**src/rtl/gain_pkg.sv**
```systemverilog
// gain_pkg: shared types and helpers for the band gain scheduler.
//   gain_sel_t    : 2-bit gain select encoding used by config and the gain unit
//   sched_state_t : scheduler FSM states
//   sat()         : clamp a wide signed value into a signed range of wd bits
package gain_pkg;

  typedef enum logic [1:0] {
    KEEP        = 2'b00,
    REMOVE      = 2'b01,
    GAIN_UP_6dB = 2'b10,
    GAIN_DW_6dB = 2'b11
  } gain_sel_t;

  typedef enum logic [1:0] {
    IDLE = 2'd0,
    RUN  = 2'd1,
    DONE = 2'd2
  } sched_state_t;

  // Clamp x to [-2^(wd-1), 2^(wd-1)-1]. Operates on 64 bits so one function
  // serves any accumulator width up to 64; callers slice the low wd bits.
  function automatic logic signed [63:0] sat(input logic signed [63:0] x,
                                             input int wd);
    logic signed [63:0] hi;
    logic signed [63:0] lo;
    hi = (64'sd1 <<< (wd - 1)) - 64'sd1;
    lo = -(64'sd1 <<< (wd - 1));
    if (x > hi)      sat = hi;
    else if (x < lo) sat = lo;
    else             sat = x;
  endfunction

endpackage

```
**src/rtl/band_gain_scheduler_mul_gain.sv**
```systemverilog
// mul_gain: combinational 2-bit-select gain unit.
//   sel  in  2       gain select (KEEP / REMOVE / +6dB / -6dB)
//   din  in  WD_IN   signed sample
//   dout out WD_OUT  signed gained sample
// +6dB is a plain left shift that wraps within WD_IN bits (not saturated).
// -6dB halves with ties rounded upward: (x+1)>>>1, computed one bit wider so
// the largest positive input cannot overflow.
module mul_gain
  import gain_pkg::*;
#(
  parameter int WD_IN  = 24,
  parameter int WD_OUT = 24
) (
  input  logic [1:0]               sel,
  input  logic signed [WD_IN-1:0]  din,
  output logic signed [WD_OUT-1:0] dout
);

  localparam logic signed [WD_IN:0] ONE = (WD_IN+1)'(1);

  logic signed [WD_IN:0]   din_ext;
  logic signed [WD_IN:0]   half_up;
  logic signed [WD_IN-1:0] res;

  always_comb begin
    din_ext = {din[WD_IN-1], din};
    half_up = (din_ext + ONE) >>> 1;
    case (gain_sel_t'(sel))
      KEEP:        res = din;
      REMOVE:      res = '0;
      GAIN_UP_6dB: res = {din[WD_IN-2:0], 1'b0};
      GAIN_DW_6dB: res = half_up[WD_IN-1:0];
      default:     res = din;
    endcase
    dout = WD_OUT'(res);
  end

endmodule

```
**src/rtl/band_gain_scheduler.sv**
```systemverilog
// band_gain_scheduler: time-multiplexes one mul_gain across NUM_BANDS bands,
// accumulates the gained bands and emits one saturated mix per sample strobe.
//   clk          in   system clock
//   rst          in   synchronous active-high reset
//   cfg_we       in   write strobe for a band gain select
//   cfg_band     in   band index for the write (out-of-range ignored)
//   cfg_sel      in   gain select for the write
//   sample_valid in   one-cycle strobe, band_data valid
//   band_data    in   packed band samples, band i at [i*WD +: WD]
//   busy         out  high while bands are being sequenced (RUN)
//   out_valid    out  one-cycle strobe, out_data valid
//   out_data     out  saturated signed mix, held between strobes
//   overrun      out  one-cycle pulse when a strobe arrives during RUN
module band_gain_scheduler
  import gain_pkg::*;
#(
  parameter int NUM_BANDS = 4,
  parameter int WD        = 24,
  parameter int WD_ACC    = WD + $clog2(NUM_BANDS) + 1
) (
  input  logic                         clk,
  input  logic                         rst,
  input  logic                         cfg_we,
  input  logic [$clog2(NUM_BANDS)-1:0] cfg_band,
  input  logic [1:0]                   cfg_sel,
  input  logic                         sample_valid,
  input  logic [NUM_BANDS*WD-1:0]      band_data,
  output logic                         busy,
  output logic                         out_valid,
  output logic [WD-1:0]                out_data,
  output logic                         overrun
);

  localparam int IDX_W = $clog2(NUM_BANDS);
  localparam logic [IDX_W-1:0] LAST_IDX = IDX_W'(NUM_BANDS - 1);

  sched_state_t state_reg, state_next;

  gain_sel_t               sel_cfg_reg    [NUM_BANDS];
  gain_sel_t               sel_act_reg    [NUM_BANDS];
  logic signed [WD-1:0]    sample_buf_reg [NUM_BANDS];

  logic signed [WD_ACC-1:0] acc_reg;
  logic [IDX_W-1:0]         idx_reg;
  logic                     out_valid_reg;
  logic [WD-1:0]            out_data_reg;
  logic                     overrun_reg;

  logic                     capture;
  logic signed [WD-1:0]     gain_out;
  logic signed [63:0]       sat_full;

  // A strobe is accepted only when no frame is being sequenced.
  assign capture = sample_valid && (state_reg == IDLE || state_reg == DONE);

  // Per-band config, active-select shadow and sample buffer. The shadow is
  // loaded on capture so config writes during RUN only affect the next frame;
  // a write coincident with capture lands after the shadow copy is taken.
  for (genvar gi = 0; gi < NUM_BANDS; gi++) begin : g_band
    always_ff @(posedge clk) begin
      if (rst) begin
        sel_cfg_reg[gi]    <= KEEP;
        sel_act_reg[gi]    <= KEEP;
        sample_buf_reg[gi] <= '0;
      end else begin
        if (cfg_we && cfg_band == IDX_W'(gi)) begin
          sel_cfg_reg[gi] <= gain_sel_t'(cfg_sel);
        end
        if (capture) begin
          sel_act_reg[gi]    <= sel_cfg_reg[gi];
          sample_buf_reg[gi] <= band_data[gi*WD +: WD];
        end
      end
    end
  end

  // Shared gain unit, steered by the band index.
  mul_gain #(
    .WD_IN  (WD),
    .WD_OUT (WD)
  ) u_mul_gain (
    .sel  (sel_act_reg[idx_reg]),
    .din  (sample_buf_reg[idx_reg]),
    .dout (gain_out)
  );

  // FSM: state register
  always_ff @(posedge clk) begin
    if (rst) state_reg <= IDLE;
    else     state_reg <= state_next;
  end

  // FSM: next-state logic
  always_comb begin
    state_next = state_reg;
    case (state_reg)
      IDLE:    if (sample_valid) state_next = RUN;
      RUN:     if (idx_reg == LAST_IDX) state_next = DONE;
      DONE:    state_next = sample_valid ? RUN : IDLE;
      default: state_next = IDLE;
    endcase
  end

  // FSM: outputs
  always_comb begin
    busy = (state_reg == RUN);
  end

  always_comb begin
    sat_full = sat(64'(acc_reg), WD);
  end

  // Datapath: accumulate one band per RUN cycle; publish the mix from DONE.
  always_ff @(posedge clk) begin
    if (rst) begin
      acc_reg       <= '0;
      idx_reg       <= '0;
      out_valid_reg <= 1'b0;
      out_data_reg  <= '0;
      overrun_reg   <= 1'b0;
    end else begin
      out_valid_reg <= (state_reg == DONE);
      overrun_reg   <= sample_valid && (state_reg == RUN);
      if (state_reg == DONE) begin
        out_data_reg <= sat_full[WD-1:0];
      end
      if (capture) begin
        acc_reg <= '0;
        idx_reg <= '0;
      end else if (state_reg == RUN) begin
        acc_reg <= acc_reg + WD_ACC'(gain_out);
        idx_reg <= idx_reg + 1'b1;
      end
    end
  end

  assign out_valid = out_valid_reg;
  assign out_data  = out_data_reg;
  assign overrun   = overrun_reg;

endmodule

```
**config.mk**
```make
export PLATFORM = sky130hd
export DESIGN_NAME = band_gain_scheduler
export DESIGN_NICKNAME = d
export VERILOG_FILES = /design/src/rtl/gain_pkg.sv /design/src/rtl/band_gain_scheduler_mul_gain.sv /design/src/rtl/band_gain_scheduler.sv
export SDC_FILE = /design/constraint.sdc
export NUM_CORES = 1
export LEC_CHECK = 0
export CORE_ASPECT_RATIO = 0.5
export CORE_MARGIN = 8
export CORE_UTILIZATION = 50
export DETAILED_ROUTE_END_ITERATION = 7
export GPL_ROUTABILITY_DRIVEN = 0
export PLACE_DENSITY_LB_ADDON = 0.1
export SLEW_MARGIN = 20
export SYNTH_ARGS = -nofsm -noshare
export SYNTH_HDL_FRONTEND = slang
export SYNTH_SLANG_ARGS = --single-unit
```
**constraint.sdc**
```tcl
create_clock -name clk -period 5.2 [get_ports clk]
set_input_delay 1.04 -clock clk [delete_from_list [all_inputs] [get_ports clk]]
set_output_delay 1.04 -clock clk [all_outputs]
set_load 0.01 [all_outputs]
```
[Yosys cells after proc, flatten, opt, wreduce, memory -nomap -nowiden]
Memory sizes are Yosys's and may differ from the RTL's. A register that Yosys moved wholly into a read port is not among the register bits.
Cells that the tools add are included.
Storage, ports and cells
  register bits: 57
  RAM bits: 112
  input bits: 104
  logic and storage cells: 89
  memories: 3
Operators by class
  add/sub/neg operators: 3
  $lt $le $gt $ge: 2
  equal/unequal tests: 11
  multiplexer cells: 40
  bitwise gates (word level): 12
  reduce and logical (&&, ||, !) cells: 12
Memory list
  sample_buf_reg: words 4, bits a word 24, rd ports 1, clocked after Yosys merged registers in 1, wr ports 4, line band_gain_scheduler.sv:41  | logic signed [WD-1:0] sample_buf_reg [NUM_BANDS];
  sel_act_reg: words 4, bits a word 2, rd ports 1, clocked after Yosys merged registers in 1, wr ports 4, line band_gain_scheduler.sv:40  | gain_sel_t sel_act_reg [NUM_BANDS];
  sel_cfg_reg: words 4, bits a word 2, rd ports 4, clocked after Yosys merged registers in 0, wr ports 4, line band_gain_scheduler.sv:39  | gain_sel_t sel_cfg_reg [NUM_BANDS];
Operator list (count)
  2-to-1 mux 24 bit: 6
  one-hot mux 24 bit (4 select lines): 1
  2-to-1 mux 2 bit: 14
  adder 27 x 24 -> 27 bit: 1
  greater-than comparator 27 x 24 -> 1 bit (second input constant): 1
  less-than comparator 27 x 24 -> 1 bit (second input constant): 1
  adder 24 x 2 -> 25 bit (second input constant): 1
  2-to-1 mux 1 bit: 18
  == test 2 bit (second input constant): 6
  OR 1 bit: 12
  == test 2 x 1 -> 1 bit (second input constant): 3
  logical AND 1 bit: 6
  logical NOT 2 bit: 3
  one-hot mux 2 bit (3 select lines): 1
  adder 2 x 1 -> 2 bit (second input constant): 1
  inequality test 2 x 1 -> 1 bit (second input constant): 1
  inequality test 2 bit (second input constant): 1
  AND reduction 2 bit: 1
  OR reduction 2 bit: 1
  logical OR 1 bit: 1

[Logic depth before layout (Yosys ltp)]
Gate-level depths: netlist (run 1).
  word-level depth: 7
  gate-level depth with buffers: 21

[By module]
From an unflattened synthesis (run 1), not the netlist that was laid out.
Unflattened totals
  cells, all modules: 892
  area total of the unflattened synthesis: 9437.8 um^2
Modules (own cells, without submodules)
  band_gain_scheduler: instances 1, cells an instance 724, area each 8311.7 um^2, sequential area each 4544.4 um^2
  mul_gain: instances 1, cells an instance 168, area each 1126.1 um^2, sequential area each 0.0 um^2

[Least setup slack after synthesis (run 1)]
Ideal clock, no wire load.
  path kind: input port to flip-flop
  start point: input rst
  end point: memory sample_buf_reg[0][0], enable pin
  setup time: 0.509 ns
  data arrival time: 4.688 ns
  data required time: 4.691 ns
  setup slack: 0.004 ns
  stages on the path: 5
  path through: buf_2 -> a21oi_2 -> inv_1 -> clkbuf_1 -> buf_1
RTL lines
  start, declared: line band_gain_scheduler.sv:22  | input logic rst,
  end, declared: line band_gain_scheduler.sv:41

==> flow_summary.ini, run 1 <==
[logic_synthesis]
yosysSeqAreaShare_pct = 48.72
yosys.area.top_type = sky130_fd_sc_hd__edfxtp_1
synth-seq-cells = 171
postSynth.asyncResetShare_pct = 0
post_synthesis_instance_area_um2 = 9328
syn_avg_cell_area_um2 = 10.75
synth.most_common_cell = sky130_fd_sc_hd__edfxtp_1
synth.yosys.warnings = 0
synth_enable_flop_cells = 112
ys_dominant_reg_cell = sky130_fd_sc_hd__edfxtp_1
post_synthesis_net_count = 1004
post_synth_num_cell_types = 68
synth_top_cells_by_count = sky130_fd_sc_hd__edfxtp_1 (112), sky130_fd_sc_hd__and2_1 (109), sky130_fd_sc_hd__nand2_1 (101), sky130_fd_sc_hd__a21oi_1 (62), sky130_fd_sc_hd__dfxtp_1 (59)
post_synth_inst_count = 868
synth_top_area_share_pct = 36.06
ys_top_cells_by_area = sky130_fd_sc_hd__edfxtp_1 (36%), sky130_fd_sc_hd__dfxtp_1 (13%), sky130_fd_sc_hd__and2_1 (7.3%), sky130_fd_sc_hd__mux4_1 (5.9%), sky130_fd_sc_hd__ha_1 (4.2%)

[global_route]
grt_util_met3_pct = 5.313
first_global_vias = 6831
grt_util_all_layers_pct = 19.57
global_route.usage.met2_pct = 29.35
antenna_found_initial = 1
gr-usage-met1_pct = 27.54
grt_overflow_total = 0
global_route.peak_usage_layer = met2
grt_max_degree = 105
wire_length_of_the_first_global_routing_pass_mm = 36.82

[clock_network]
post-cts-setup-buffers = 0
insertion_delay_ns = 0.44
ctsRootBufferMaster = sky130_fd_sc_hd__clkbuf_16
number_of_h_tree_branching_levels = 4
cts_buffers = 17
tritoncts = built
clock_sinks = 171
number_of_gates_given_a_new_drive_strength_after_cts = 0
ctsLongestPathBuffers = 2
clk_pin_slew_ns = 0.07
post_cts_hold_buffer_count = 0

[finish]
final.fill_count = 1441
num_antenna_cells = 0
nNetsFinal = 1117
final_layout_size_suffix_gt1_share_pct = 7.143
flip_flop_count_of_the_largest_register_all_copies_and_words_added = 96
syn_to_final_growth_pct = 23.30

[placement]
hpwlAfterDp_mm = 17.10
placement.io_buffers = 130
placement.setup.worst_slack_ns = 0.2451

[detailed_routing]
route.detailed.wl_per_inst_um = 18.53
detail_route.wirelength_mm = 22.87
antenna_violating_nets_post_route = 0
drt_pre_antenna_iters = 5
dr_total_vias = 7011
initialDrtViolationCount = 619
via_per_inst = 5.682
post-route-drc-count = 0

[hold_path]
min-delay-path-class = reg2reg

[timing]
slew_viol_final = 0
fmaxAchievable_mhz = 205.3
timing.clock.skew_ns = 0.01495
timing.final.hold_violations = 0
timing.final.ws_setup_ns = 0.3286
rsz_0062_raised_after_global_routing = no
finalSetupTns_ns = 0
slew_headroom_pct = 35.85
tightestPinTransition_ns = 0.9599
setup-violations-final = 0
layout_worst_path_cycle_share_pct = 93.68
minimum_period_implied_by_the_final_worst_setup_slack_ns = 4.871

[floorplanning]
placement_rows = 35
fp.dieW_um = 209.2
die_area_um2 = 23550
floorplan.initialDensity_pct = 50.84
ioPinCount = 131
floorplan.core_area_um2 = 18350
die_h_um = 112.6

[pwr]
clkPwrFrac_pct = 38.2
pwr-share-comb_pct = 17.4
power_report.internal_total_mw = 2.590
ir_worst_vdd_v = 0.0002468
switching_power_summed_over_all_nets_mw = 0.9701
total_leakage_power_nw = 4.455
power.density_nw_per_um2 = 309.5
power_share_of_the_sequential_group_pct = 44.4
net_switching_fraction_of_the_power_pct = 27.25

[worst_setup_path]
timing.setup.critical_path_class = reg2reg
worstSetupStartpointType = flop
critical_path_arrival_ns = 5.24
critPathRequiredTime_ns = 5.57
crit_path_max_fanout = 21
endpoint_kind_of_the_worst_setup_timing_path = flop

[job]
max_cap_viol_count = 0

[run_status]
result_of_the_run = finished clean
==> metal layers <==
metal / vias up / wire length, µm
met3: 25 / 1483
met1: 3349 / 11190
met2: 228 / 9904
met5: - / 13
li1: 3407 / -
met4: 2 / 281
==> through the flow <==
| step | area (µm²) | util, % | cells | hold WS (ns) | total power, mW |
|---|---|---|---|---|---|
| global route | 11500 | 62.68 | 1234 | 0.4845 | 3.693 |
| detailed placement | 10850 | 59.13 | 1202 | 0.4452 | 2.221 |
| global placement | 10850 | 59.13 | 1202 | 0.4406 | 2.209 |
| floorplan | 9328 | - | 868 | 0.4460 | 2.009 |
| CTS | 11480 | 62.55 | 1234 | 0.4522 | 3.573 |
| finish | 11500 | 62.68 | 1234 | 0.4512 | 3.560 |
==> final timing paths <==
check,start,to,slack [ns],cells after the start
max,flop,acc_reg[26],0.33,17
max reg2reg,flop,acc_reg[26],0.33,17
min,out_data[17],out_data[17],0.45,2
min reg2reg,out_data[17],out_data[17],0.45,2
==> cell usage in the layout (no fill, tap or decap), drive strengths merged, types with 12 or more instances in the layout <==
| master | instances |
|---|---|
| nand2 | 101 |
| clkbuf | 17 |
| xnor2 | 14 |
| mux2i | 22 |
| dfxtp | 59 |
| a21o | 13 |
| o21ai | 51 |
| nand3 | 17 |
| a21oi | 64 |
| ha | 31 |
| o22ai | 14 |
| nor2 | 36 |
| clkdlybuf4s50 | 130 |
| buf | 16 |
| xor2 | 19 |
| and2 | 109 |
| edfxtp | 112 |
| nand4 | 15 |
| inv | 22 |
| nor3 | 12 |
| mux4 | 27 |
==> final cells by class <==
type | count | area (µm²) | area share, %
Inverter | 14 | 55.05 | 0.4787
Timing Repair Buffer | 146 | 1459 | 12.68
Clock buffer | 17 | 425.4 | 3.699
Tap cell | 240 | 300.3 | 2.611
Multi-Input combinational cell | 631 | 4514 | 39.25
Sequential cell | 171 | 4544 | 39.51
Clock inverter | 15 | 202.7 | 1.762
==> kinds of logic after synthesis <==
family,after synthesis,synth area share [%]
fa+ha+maj,32,4.373
xor+xnor,33,3.099
compound gates,186,12.13
simple gates,328,18.35
flops,171,48.72
buf+inv,66,3.219
mux,52,10.11
==> power by group through the flow <==
| stage | Clock, mW | Sequential [mW] | Combinational, mW |
|---|---|---|---|
| 6_report | 1.36 | 1.58 | 0.621 |
| 5_1_grt | 1.43 | 1.59 | 0.676 |
| 4_1_cts | 1.38 | 1.58 | 0.614 |
| 3_5_place_dp | 0 | 1.61 | 0.610 |
| 3_3_place_gp | 0 | 1.61 | 0.602 |
| 2_1_floorplan | 0 | 1.60 | 0.411 |
==> critical path, cell delays in order, from the launching register on <==
cell and delay [ns]:
sky130_fd_sc_hd__dfxtp_1 0.39, sky130_fd_sc_hd__buf_12 0.21, sky130_fd_sc_hd__mux4_1 0.64, sky130_fd_sc_hd__ha_1 0.25, sky130_fd_sc_hd__and3_1 0.20, sky130_fd_sc_hd__nand3_1 0.17
sky130_fd_sc_hd__or2_1 0.24, sky130_fd_sc_hd__xnor2_1 0.14, sky130_fd_sc_hd__a21oi_1 0.08, sky130_fd_sc_hd__o21ai_0 0.27, sky130_fd_sc_hd__ha_1 0.33, sky130_fd_sc_hd__a21o_1 0.22
sky130_fd_sc_hd__nor2b_1 0.16, sky130_fd_sc_hd__o31ai_1 0.27, sky130_fd_sc_hd__nand3_1 0.28, sky130_fd_sc_hd__a2111oi_4 0.49, sky130_fd_sc_hd__mux4_2 0.35, sky130_fd_sc_hd__nand4_1 0.08
Note: power is estimated with default switching activity, not from simulation.
==> inputs of run 2 (changes only) <==
Settings changed: CORE_ASPECT_RATIO 0.5 to 1.2.
==> run 2 against run 1 <==
  * Fmax up 1.2%
  * Flip-flop and latch count unchanged
  * Power decreased by 1.7%
  * Combinational power shrank 2%
  * Final cell count decreased by 0.89%
  * Non-clock buffer count increased by 6
  * Wire length decreased by 6.2%
  * Critical path depth decreased by 1
  * Design area fell by 0.32%
  * Clock skew is 0.0037 ns lower
  * Largest power group unchanged
==> flow_summary.ini, run 2 (synthesized netlist as in run 1, its figures left out) <==
[clock_network]
number_of_gates_given_a_new_drive_strength_after_cts = 0
insertion_delay_ns = 0.43
tritoncts = built
ctsRootBufferMaster = sky130_fd_sc_hd__clkbuf_16
clk_pin_slew_ns = 0.07
ctsLongestPathBuffers = 2
clock_sinks = 171
post_cts_hold_buffer_count = 0
cts_buffers = 17
number_of_h_tree_branching_levels = 4
post-cts-setup-buffers = 0

[worst_setup_path]
worst-r2r-setup-slack_ns = 0.38
endpoint_kind_of_the_worst_setup_timing_path = flop
worst-path-stages = 16
critPathRequiredTime_ns = 5.57
worst_path_max_delay_cell = sky130_fd_sc_hd__mux4_1
crit_path_max_fanout = 22
critPathTopFamily = compound AO/OA/AOI/OAI gates
worstPathCellList = buf_12, mux4_1, and3_1, nand3_1, or2_1, xnor2_1, a21oi_1, o21ai_0, ha_1, a21o_1, nor2b_1, o31ai_1, nand3_1, a2111oi_2, mux4_2, nand4_1
worstSetupStartpointType = flop
critical_path_arrival_ns = 5.19
critical_path_buf_inv_count = 1
timing.setup.critical_path_class = reg2reg
critical-path-top-cell-by-count = sky130_fd_sc_hd__nand3_1
cpPeakStageDelay_ns = 0.69
worst_r2r_path_depth = 16

[detailed_routing]
dr_total_vias = 6876
detail_route.wirelength_mm = 21.45
via_per_inst = 5.622
drt_pre_antenna_iters = 5
post-route-drc-count = 0
antenna_violating_nets_post_route = 0
route.detailed.wl_per_inst_um = 17.54
initialDrtViolationCount = 461

[placement]
placement.setup.worst_slack_ns = 0.2659
placement.io_buffers = 130
hpwlAfterDp_mm = 15.96

[finish]
mostFrequentLayoutCell = sky130_fd_sc_hd__clkdlybuf4s50_1
flip_flop_count_of_the_largest_register_all_copies_and_words_added = 96
final_layout_size_suffix_gt1_share_pct = 7.708
syn_to_final_growth_pct = 22.91
layout.area.seq_um2 = 4546
num_antenna_cells = 0
most-common-layout-cells = sky130_fd_sc_hd__clkdlybuf4s50_1 (130), sky130_fd_sc_hd__edfxtp_1 (112), sky130_fd_sc_hd__and2_1 (109), sky130_fd_sc_hd__nand2_1 (101), sky130_fd_sc_hd__a21oi_1 (62)
final.fill_count = 1470
combined_area_of_the_multi_input_logic_cells_um2 = 4496
nNetsFinal = 1123

[timing]
slew_headroom_pct = 37.10
timing.clock.skew_ns = 0.01125
tightestPinTransition_ns = 0.9400
fmaxAchievable_mhz = 207.7
minimum_period_implied_by_the_final_worst_setup_slack_ns = 4.816
setup-violations-final = 0
finalSetupTns_ns = 0
timing.final.hold_violations = 0
rsz_0062_raised_after_global_routing = no
slew_viol_final = 0
layout_worst_path_cycle_share_pct = 92.61
timing.final.ws_setup_ns = 0.3842

[pwr]
power_share_of_the_sequential_group_pct = 45.2
total_leakage_power_nw = 4.454
power_report.internal_total_mw = 2.580
pwr-share-comb_pct = 17.3
switching_power_summed_over_all_nets_mw = 0.9192
net_switching_fraction_of_the_power_pct = 26.27
power.density_nw_per_um2 = 305.2
ir_worst_vdd_v = 0.0002358
clkPwrFrac_pct = 37.5

[global_route]
antenna_found_initial = 0
first_global_vias = 6837
grt_util_all_layers_pct = 18.57
grt_overflow_total = 0
wire_length_of_the_first_global_routing_pass_mm = 34.72
grt_max_degree = 105

[floorplanning]
die_h_um = 165.6
ioPinCount = 131
fp.dieW_um = 140.7
placement_rows = 54
floorplan.initialDensity_pct = 51.13
die_area_um2 = 23300
floorplan.core_area_um2 = 18240

[hold_path]
min_path_cells = 2
min-delay-path-class = reg2reg

[run_status]
result_of_the_run = finished clean

[job]
max_cap_viol_count = 0
==> run 2: cell types whose count changed in the layout (fill, tap and decap cells not counted), moves of 2 or more <==
cell	delta
sky130_fd_sc_hd__inv_8	-2
sky130_fd_sc_hd__clkinvlp_4	+2
sky130_fd_sc_hd__buf_4	+8
sky130_fd_sc_hd__buf_12	-2
==> run 2: power by group through the flow <==
stage	clock network (mW)	registers, mW	logic (mW)
floorplan	0	1.60	0.411
global placement	0	1.61	0.599
detailed placement	0	1.61	0.603
CTS	1.33	1.58	0.606
global route	1.39	1.59	0.666
finish	1.31	1.58	0.606
==> run 2: routing by layer <==
layer  vias up  wire [µm]  GRT usage (%)  share of wire, %
met5         -          0              0                 0
met1      3219       9285          22.43                43
met3        44       1159          4.803               5.4
met4         0        688          9.036               3.2
li1       3417          -              -                 -
met2       196      10320          30.23                48
==> run 2: layout make-up <==
class                   instances  share of cell area (%)
repair buffers                152                   12.90
clock buffers                  17                   3.711
flip-flops and latches        171                   39.65
clock inverters                14                   1.604
well taps                     224                   2.445
inverters                      14                  0.4802
multi-input cells             631                   39.21
==> run 2: stage by stage <==
step / std cells / total power, mW / cell area [µm²] / hold slack (ns) / utilization (%)
final: 1223 / 3.500 / 11460 / 0.4483 / 62.85
after global routing: 1223 / 3.646 / 11460 / 0.4695 / 62.85
after CTS: 1223 / 3.521 / 11460 / 0.4523 / 62.81
after detailed placement: 1192 / 2.214 / 10850 / 0.4437 / 59.47
after global placement: 1192 / 2.207 / 10850 / 0.4379 / 59.47
after floorplan: 868 / 2.009 / 9328 / 0.4460 / -
==> run 2: worst paths after layout <==
| path | start | endpoint |
|---|---|---|
| worst max-delay path | flop | acc_reg[26] |
| worst min-delay path | out_data[22] | out_data[22] |
| worst max register to register | flop | acc_reg[26] |
| worst min register to register | out_data[22] | out_data[22] |
==> run 2: worst register-to-register path, cell delays in order, from the launching register on <==
cell,delay (ns)
sky130_fd_sc_hd__dfxtp_1,0.49
sky130_fd_sc_hd__buf_12,0.24
sky130_fd_sc_hd__mux4_1,0.70
sky130_fd_sc_hd__and3_1,0.29
sky130_fd_sc_hd__nand3_1,0.15
sky130_fd_sc_hd__or2_1,0.23
sky130_fd_sc_hd__xnor2_1,0.14
sky130_fd_sc_hd__a21oi_1,0.08
sky130_fd_sc_hd__o21ai_0,0.31
sky130_fd_sc_hd__ha_1,0.34
sky130_fd_sc_hd__a21o_1,0.21
sky130_fd_sc_hd__nor2b_1,0.14
sky130_fd_sc_hd__o31ai_1,0.27
sky130_fd_sc_hd__nand3_1,0.22
sky130_fd_sc_hd__a2111oi_2,0.51
sky130_fd_sc_hd__mux4_2,0.36
sky130_fd_sc_hd__nand4_1,0.07
